--- src/rtl/muldiv_pkg.sv ---
// Shared types and constants for the iterative multiply/divide sequencer.
// Imported by the controller and its single-step datapath.
package muldiv_pkg;

    localparam int XLEN = 32;
    localparam logic [31:0] DIV0_LO = 32'hFFFF_FFFF;

    typedef enum logic [1:0] {
        MULT  = 2'b00,
        MULTU = 2'b01,
        DIV   = 2'b10,
        DIVU  = 2'b11
    } op_e;

    typedef enum logic [1:0] {
        IDLE = 2'b00,
        PREP = 2'b01,
        RUN  = 2'b10,
        FIX  = 2'b11
    } state_e;

    function automatic logic op_is_div(input op_e o);
        return (o == DIV) || (o == DIVU);
    endfunction

    function automatic logic op_is_signed(input op_e o);
        return (o == MULT) || (o == DIV);
    endfunction

endpackage

--- src/rtl/muldiv_step.sv ---
// One iteration of the sequencer: LSB-first shift-add for multiply,
// restoring shift-subtract for divide. Purely combinational.
module muldiv_step #(
    parameter int XLEN = 32
) (
    input  logic                is_div,
    input  logic [2*XLEN-1:0]   acc,
    input  logic [XLEN-1:0]     opnd,
    output logic [2*XLEN-1:0]   acc_next
);

    logic [XLEN:0]   add_sum;
    logic [XLEN:0]   rem_sh;
    logic [XLEN-1:0] diff;

    // Divide keeps {remainder, dividend/quotient}; the remainder always stays
    // below the divisor, so the subtract result fits in XLEN bits.
    always_comb begin
        add_sum  = {1'b0, acc[2*XLEN-1:XLEN]} + (acc[0] ? {1'b0, opnd} : '0);
        rem_sh   = {acc[2*XLEN-1:XLEN], acc[XLEN-1]};
        diff     = rem_sh[XLEN-1:0] - opnd;
        acc_next = {add_sum, acc[XLEN-1:1]};
        if (is_div) begin
            if (rem_sh >= {1'b0, opnd}) begin
                acc_next = {diff, acc[XLEN-2:0], 1'b1};
            end else begin
                acc_next = {rem_sh[XLEN-1:0], acc[XLEN-2:0], 1'b0};
            end
        end
    end

endmodule

--- src/rtl/muldiv_ctrl.sv ---
// Multiply/divide sequencer owning HI/LO: IDLE -> PREP -> RUN(ITER) -> FIX,
// with the ID-stage stall for HI/LO accesses or a new op while busy.
module muldiv_ctrl
    import muldiv_pkg::*;
#(
    parameter int XLEN = muldiv_pkg::XLEN,
    parameter int ITER = XLEN
) (
    input  logic            clk,
    input  logic            rst,
    input  logic            start,
    input  logic [1:0]      op,
    input  logic [XLEN-1:0] rs_val,
    input  logic [XLEN-1:0] rt_val,
    input  logic            mthi,
    input  logic            mtlo,
    input  logic [XLEN-1:0] wdata,
    input  logic            rd_hi,
    input  logic            rd_lo,
    input  logic            cancel,
    output logic            busy,
    output logic            stall,
    output logic [XLEN-1:0] hi,
    output logic [XLEN-1:0] lo,
    output logic            done,
    output logic            div_by_zero,
    output state_e          state_dbg
);

    localparam int CNT_W = (ITER > 1) ? $clog2(ITER) : 1;

    state_e            state_q, state_d;
    op_e               op_q;
    logic [XLEN-1:0]   rs_q, rt_q, opnd_q;
    logic [2*XLEN-1:0] acc_q, acc_step;
    logic [CNT_W-1:0]  cnt_q;
    logic              sign_quo, sign_rem;

    logic              is_div, signed_op, rs_neg, rt_neg, div0;
    logic [XLEN-1:0]   rs_mag, rt_mag, quo, rem, hi_res, lo_res;
    logic [2*XLEN-1:0] prod_neg;

    assign is_div    = op_is_div(op_q);
    assign signed_op = op_is_signed(op_q);
    assign rs_neg    = signed_op & rs_q[XLEN-1];
    assign rt_neg    = signed_op & rt_q[XLEN-1];
    assign rs_mag    = rs_neg ? -rs_q : rs_q;
    assign rt_mag    = rt_neg ? -rt_q : rt_q;
    assign div0      = is_div && (rt_q == '0);

    // Handshake: start/mthi/mtlo/rd_hi/rd_lo are offered by decode each cycle;
    // while busy they are refused and stall is raised, and decode holds the
    // request until busy falls, where it is taken on the next edge.
    assign busy      = (state_q != IDLE);
    assign stall     = busy & (start | mthi | mtlo | rd_hi | rd_lo);
    assign state_dbg = state_q;

    muldiv_step #(.XLEN(XLEN)) u_step (
        .is_div   (is_div),
        .acc      (acc_q),
        .opnd     (opnd_q),
        .acc_next (acc_step)
    );

    assign quo      = acc_q[XLEN-1:0];
    assign rem      = acc_q[2*XLEN-1:XLEN];
    assign prod_neg = -acc_q;

    always_comb begin
        hi_res = sign_quo ? prod_neg[2*XLEN-1:XLEN] : acc_q[2*XLEN-1:XLEN];
        lo_res = sign_quo ? prod_neg[XLEN-1:0] : acc_q[XLEN-1:0];
        if (is_div) begin
            lo_res = sign_quo ? -quo : quo;
            hi_res = sign_rem ? -rem : rem;
            // Division by zero returns the original dividend, sign untouched.
            if (div0) begin
                hi_res = rs_q;
                lo_res = XLEN'(DIV0_LO);
            end
        end
    end

    always_ff @(posedge clk or posedge rst) begin
        if (rst) begin
            state_q <= IDLE;
        end else begin
            state_q <= state_d;
        end
    end

    always_comb begin
        state_d = state_q;
        case (state_q)
            IDLE:    if (start) state_d = PREP;
            PREP:    state_d = RUN;
            RUN:     if (cnt_q == CNT_W'(ITER - 1)) state_d = FIX;
            FIX:     state_d = IDLE;
            default: state_d = IDLE;
        endcase
        if (cancel && (state_q != IDLE)) begin
            state_d = IDLE;
        end
    end

    always_ff @(posedge clk or posedge rst) begin
        if (rst) begin
            op_q        <= MULT;
            rs_q        <= '0;
            rt_q        <= '0;
            opnd_q      <= '0;
            acc_q       <= '0;
            cnt_q       <= '0;
            sign_quo    <= 1'b0;
            sign_rem    <= 1'b0;
            hi          <= '0;
            lo          <= '0;
            done        <= 1'b0;
            div_by_zero <= 1'b0;
        end else begin
            done        <= 1'b0;
            div_by_zero <= 1'b0;
            case (state_q)
                IDLE: begin
                    if (start) begin
                        op_q <= op_e'(op);
                        rs_q <= rs_val;
                        rt_q <= rt_val;
                    end else begin
                        if (mthi) hi <= wdata;
                        if (mtlo) lo <= wdata;
                    end
                end
                PREP: begin
                    sign_quo <= rs_neg ^ rt_neg;
                    sign_rem <= rs_neg;
                    cnt_q    <= '0;
                    // Upper half starts cleared; lower half holds the bits consumed per step.
                    if (is_div) begin
                        acc_q  <= {{XLEN{1'b0}}, rs_mag};
                        opnd_q <= rt_mag;
                    end else begin
                        acc_q  <= {{XLEN{1'b0}}, rt_mag};
                        opnd_q <= rs_mag;
                    end
                end
                RUN: begin
                    acc_q <= acc_step;
                    cnt_q <= cnt_q + CNT_W'(1);
                end
                FIX: begin
                    if (!cancel) begin
                        hi          <= hi_res;
                        lo          <= lo_res;
                        done        <= 1'b1;
                        div_by_zero <= div0;
                    end
                end
                default: ;
            endcase
        end
    end

endmodule

--- config.mk ---
export PLATFORM = sky130hd
export DESIGN_NAME = muldiv_ctrl
export DESIGN_NICKNAME = d
export VERILOG_FILES = /design/src/rtl/muldiv_pkg.sv /design/src/rtl/muldiv_step.sv /design/src/rtl/muldiv_ctrl.sv
export SDC_FILE = /design/constraint.sdc
export NUM_CORES = 1
export LEC_CHECK = 0
export CAP_MARGIN = 40
export CORE_ASPECT_RATIO = 1.5
export CORE_MARGIN = 2
export CORE_UTILIZATION = 53
export DETAILED_ROUTE_END_ITERATION = 10
export PLACE_DENSITY = 0.75
export SYNTH_ARGS = -nofsm -noshare
export SYNTH_HDL_FRONTEND = slang
export SYNTH_SLANG_ARGS = --single-unit
export TNS_END_PERCENT = 10
--- constraint.sdc ---
create_clock -name clk -period 15.4 [get_ports clk]
set_input_delay 3.08 -clock clk [delete_from_list [all_inputs] [get_ports clk]]
set_output_delay 3.08 -clock clk [all_outputs]
set_load 0.005 [all_outputs]
==> metrics.txt, run 1 <==
outcome finished, final reports clean; multiplexer share of the synthesized area 10.1%; pwr/cell area 265 nW/um2; Worst slew margin between 30% and 40%; placed cell count around 2700; TritonCTS buffer count 24; Hold Crit Start lo[30]; fraction of layout instances using a drive strength above 1 around 8.4%; setup TNS 0 ps; pre-CTS setup slack between 7000 and 8000 ps; Post-Synth XOR/XNOR Area between 8 and 9%; async set or reset register ratio after synthesis 100%; Crit. Startpoint start; pin count of the biggest net entering global routing between 100 and 150; count of state elements after synthesis 237; maxcap violations 0; DRT iter0 DRCs 1701; vias in the first global route 17109; vias per cell ~6.5; Residual DRC 0; Synth Flop Type dfrtp_1; Worst setup SP type primary input; area of the die about 36000 um2; Pleak about 9 nW; Final Instance Area 21300 um2; synthesized-area fraction occupied by adder cells 5.26%; Root Buffer clkbuf_16; antenna violations before repair 0; mean area per synthesized cell between 8 and 9 um2; Tmin final about 7500 ps; 1st-pass router iterations 6; worst slew pin tran 1010 ps; Die H roughly 230 um; Hold WC Path Type reg -> reg; final period utilization between 40% and 50%; synth warn 0; # setup viols final 0; CTS max path bufs 3; clock sinks between 200 and 250; H-Tree Depth 1; die width 156 um; gr usage total approximately a third; number of flops mapped to enable cells by yosys 0; ant diodes 0; Hold-fix buffers, CTS 0; Worst VDD drop 0.133 mV; maximum fanout along the worst path 4; post-CTS sizing 0; Area Growth Syn to Fin 15.7%; post-CTS setup buffer count 0; DP Area around 20000 um2; PnR worst setup slack 7920 ps; Synth Instances approximately 2200; Clock Skews just over 20 ps; CTS clk-pin slew, worst paths around 60 ps; CP endpoint kind primary output; CP Class in -> out; Final HPWL DP roughly 48 mm; Synth Cell Area about 18000 um2; Worst Hold Slack between 400 and 500 ps; r2r setup slk 11180 ps; syn nets 2369; CTS tree built; Worst EP required around 12000 ps; largest family of logic cells by synthesized area compound AO/OA/AOI/OAI gates; non-filler cells in the finished layout between 2000 and 3000; area fraction in and, or, nand and nor cells after synthesis about 17%; Synth Area in Compound Gates a little over a fifth; worst r2r src acc_q[0]; Initial Util 53.8%; share of the yosys chip area belonging to registers 32.3%; Max Fclk 0.134 GHz; Yosys cell types 89; layout net count about 2500; Max Slew Vio Count 0; endpoints failing hold 0; filler cell count between 2000 and 3000; Core Rows 83; Avg WL per Cell around 23 um; Crit path arrival time 4400 ps; DRT antenna net count 0; Via Count about 18000; first-pass GRT wire length between 90 and 100 mm; Ports ~180; GR Overflow Total 0; routed wire length between 60 and 70 mm; Port Buffer Count between 150 and 200; GPL Wtd Cong ~1; core area around 34000 um2; clock latency on the worst-skew pair approximately 550 ps; RSZ-0062 raised after global routing false
-- cells in the final DEF (no fill, tap or decap), drive strengths merged, types with 18 or more instances in the layout --
cell / n
mux2i: 61
nor3: 51
clkdlybuf4s50: 175
buf: 30
and3: 18
xor2: 76
or3: 21
nor2b: 18
a21oi: 164
nand2b: 30
o31ai: 27
nand3: 38
a21o: 34
nor2: 217
o21ai: 216
clkbuf: 36
dfrtp: 237
mux2: 74
mux4: 18
o22ai: 35
o211ai: 36
a31oi: 19
xnor2: 104
ha: 74
inv: 90
nand2: 186
-- area by class of cell --
class	count	area [um2]	share of cell area, %
sequential	237	5930	27.9
clock buffer	36	747	3.51
multi-input combinational	1721	11600	54.5
inverter	91	350	1.65
timing repair buffer	205	2030	9.55
clock inverter	7	91.3	0.430
tap	425	532	2.50
-- synth_stat cells (all sizes together) (51+ instances only) --
master | n | area share, %
a21oi | 164 | 4.5
clkbuf | 107 | 2.2
dfrtp | 237 | 32
ha | 74 | 5.0
inv | 91 | 1.9
mux2 | 74 | 4.5
mux2i | 61 | 3.3
nand2 | 186 | 3.8
nor2 | 217 | 4.4
nor3 | 51 | 1.5
o21ai | 216 | 5.9
xnor2 | 104 | 5.0
xor2 | 76 | 3.6
-- path summary, 6_finish.rpt --
| check | endpoint | cells after the start |
|---|---|---|
| min in group asynchronous | lo[8] | 2 |
| setup reg to reg | acc_q[62] | 13 |
| max in group asynchronous | rs_q[15] | 3 |
| hold / removal | lo[30] | 2 |
| setup / recovery | stall | 4 |
| hold reg to reg | lo[30] | 2 |
-- cells by family (layout without fill, tap and decap cells) --
| kind of cell | count (synthesis) | in the layout |
|---|---|---|
| buffers and inverters | 229 | 339 |
| XOR/XNOR | 180 | 180 |
| adder cells (fa/ha/maj) | 76 | 76 |
| multiplexers | 153 | 153 |
| flip-flops | 237 | 237 |
| AO/OA/AOI/OAI | 651 | 651 |
| AND/OR/NAND/NOR | 661 | 661 |
-- where the power goes --
group,switching (mW),leakage (nW),internal [mW]
Combinational,2.17,5.66,1.48
Sequential,0.433,2.90,0.934
Clock,0.260,0.413,0.368
-- worst max-delay path: stages --
cell and delay (ps):
clkdlybuf4s50_1 530, inv_1 80, a41oi_1 180, clkdlybuf4s50_1 530
-- per-layer routing --
metal	up-vias	routed length, um	track usage, %
met2	991	30100	57.7
met5	-	0	0
met4	0	4480	20.3
met1	8514	24300	43.1
li1	8075	-	-
met3	231	4700	3.42
-- per-stage QoR --
step                utilization, %  power, mW
floorplan                        -       3.72
finish                        62.2       5.64
CTS                           62.2       5.55
global placement              59.5       4.80
global route                  62.2       5.98
detailed placement            59.8       4.91
-- registers in the layout (all words and copies together) (netlist names) --
signal and count:
acc_q 64, cnt_q 5, div_by_zero 1, done 1
hi 32, lo 32, op_q 2, opnd_q 32
rs_q 32, rt_q 32, sign_quo 1, sign_rem 1
state_dbg 2
Note: power is estimated with default switching activity, not from simulation.
==> run 2, diff against run 1 <==
Clock period 15.4 ns to 7.05 ns, I/O delays scaled along.
==> run 2 against run 1 <==
  * Worst setup slack got worse by 5000 ps
  * Combinational power is 120% higher
  * Final cell count up 0.11%
  * Final area about the same
==> metrics.txt, run 2 (synthesized netlist as in run 1, its figures left out) <==
outcome finished, final reports clean; commonest cells after routing, fill and taps aside dfrtp_1 (236), nor2_1 (217), o21ai_0 (209), nand2_1 (184), clkdlybuf4s50_1 (175); Ports 176 (unchanged); worst reg2reg path endpoint acc_q[62]; r2r setup slk 2910 ps (-8270 ps); post-CTS setup buffer count 0 (unchanged); vias in the first global route 17305 (+1.1%); vias per cell 6.48 (-1.0%); pre-CTS setup slack 2900 ps (-5030 ps); Util after Layout 62.2% (about the same); Worst setup SP type primary input; Worst slew margin 35.5% (+3.5 points); Pleak 8.96 nW (about the same); clock latency on the worst-skew pair 550 ps (about the same); Worst EP required 5640 ps (-6680 ps); hold path depth 2 (unchanged); commonest non-fill, non-tap cell in the layout dfrtp_1; maximum fanout along the worst path 4 (unchanged); DRT antenna net count 0 (unchanged); area of the die 36200 um2 (unchanged); TritonCTS buffer count 25 (+4.2%); H-Tree Depth 1 (unchanged); setup TNS 0 ps (unchanged); clock sinks 237 (unchanged); Avg WL per Cell 23.7 um (+1.3%); PnR worst setup slack 2890 ps (-5030 ps); ant diodes 0 (unchanged); worst slew pin tran 966 ps (-41.2 ps); endpoints failing hold 0 (unchanged); Crit path arrival time 2750 ps (-1650 ps); CP endpoint kind primary output; layout net count 2464 (+0.081%); 1st-pass router iterations 5 (-1); CP Class in -> out; Via Count 17651 (-0.90%); Residual DRC 0 (unchanged); Hold WC Path Type reg -> reg; filler cell count 2977 (+1.6%); Initial Util 53.8% (unchanged); Max Fclk 0.240 GHz; final period utilization 59.0%; maxcap violations 0 (unchanged); max reg flops 64 (unchanged); Hold Crit Start lo[23]; first-pass GRT wire length 99.3 mm (+2.4%); Final Instance Area 21300 um2 (about the same); antenna violations before repair 0 (unchanged); routed wire length 64.5 mm (+1.4%); gr usage total 35.3% (+0.88 points); DP Area 20400 um2 (about the same); die width 156 um (unchanged); pwr/cell area 581 nW/um2 (+120%); GR Overflow Total 0 (unchanged); DRT iter0 DRCs 1626 (-4.4%); Worst R2R Path Depth 13 (unchanged); Core Rows 83 (unchanged); CTS clk-pin slew, worst paths 60 ps (about the same); pin count of the biggest net entering global routing 117 (+4.5%); Worst VDD drop 0.298 mV (+120%); Max Slew Vio Count 0 (unchanged); Port Buffer Count 175 (unchanged); core area 34200 um2 (unchanged); post-CTS sizing 0 (unchanged); fraction of layout instances using a drive strength above 1 8.61% (+0.21 points); Final HPWL DP 48.9 mm (+1.4%); Die H 232 um (unchanged); RSZ-0062 raised after global routing false; CTS max path bufs 3 (unchanged); Clock Skews 17.0 ps (-3.44 ps); Top reg by flops acc_q; Hold EP lo[23]; worst r2r src acc_q[0]; Hold-fix buffers, CTS 0 (unchanged); Area Growth Syn to Fin 15.7% (about the same); Tmin final about 4200 ps; # setup viols final 0 (unchanged); Root Buffer clkbuf_16; CTS tree built; GPL Wtd Cong 0.965 (-3.8%); Worst Hold Slack 476 ps (-0.0430 ps)
[run 2: cell type report]
class	count	area, um2	area share [%]
Clock inverter	14	145	0.683
Timing Repair Buffer	206	2020	9.52
Inverter	91	347	1.63
Clock buffer	31	698	3.28
Tap cell	425	532	2.50
Sequential cell	237	5930	27.9
Multi-Input combinational cell	1721	11600	54.5
[run 2: worst max-delay path by stage]
stage | slack [ps] | from | endpoint
5_1_grt | 2580 | acc_q[0] | acc_q[62]
4_1_cts | 2890 | start | stall
3_5_place_dp | 2900 | start | stall
2_1_floorplan | 2530 | rst | acc_q[0]
3_3_place_gp | 2930 | start | stall
6_report | 2890 | start | stall
[run 2: where the power goes]
group          internal, mW  switching [mW]  total [mW]
Clock                 0.783           0.601        1.38
Sequential             2.04           0.979        3.02
Combinational          3.21            4.72        7.94
[run 2: worst max-delay path: stages]
cell	delay, ps
clkdlybuf4s50_1	520
inv_1	70
a41oi_1	200
clkdlybuf4s50_1	550
[run 2: metrics by stage]
step	instances	total power [mW]
after floorplan	2187	8.12
after global placement	2675	10.6
after detailed placement	2680	10.8
after CTS	2725	12.2
after global routing	2725	13.1
final	2725	12.3
[run 2: routing by layer]
| layer | up-vias | GRT usage, % | wire length [um] |
|---|---|---|---|
| li1 | 8089 | - | - |
| met1 | 8517 | 44.0 | 25100 |
| met2 | 862 | 60.5 | 31300 |
| met3 | 183 | 3.73 | 4400 |
| met4 | 0 | 18.3 | 3650 |
| met5 | - | 0 | 0 |
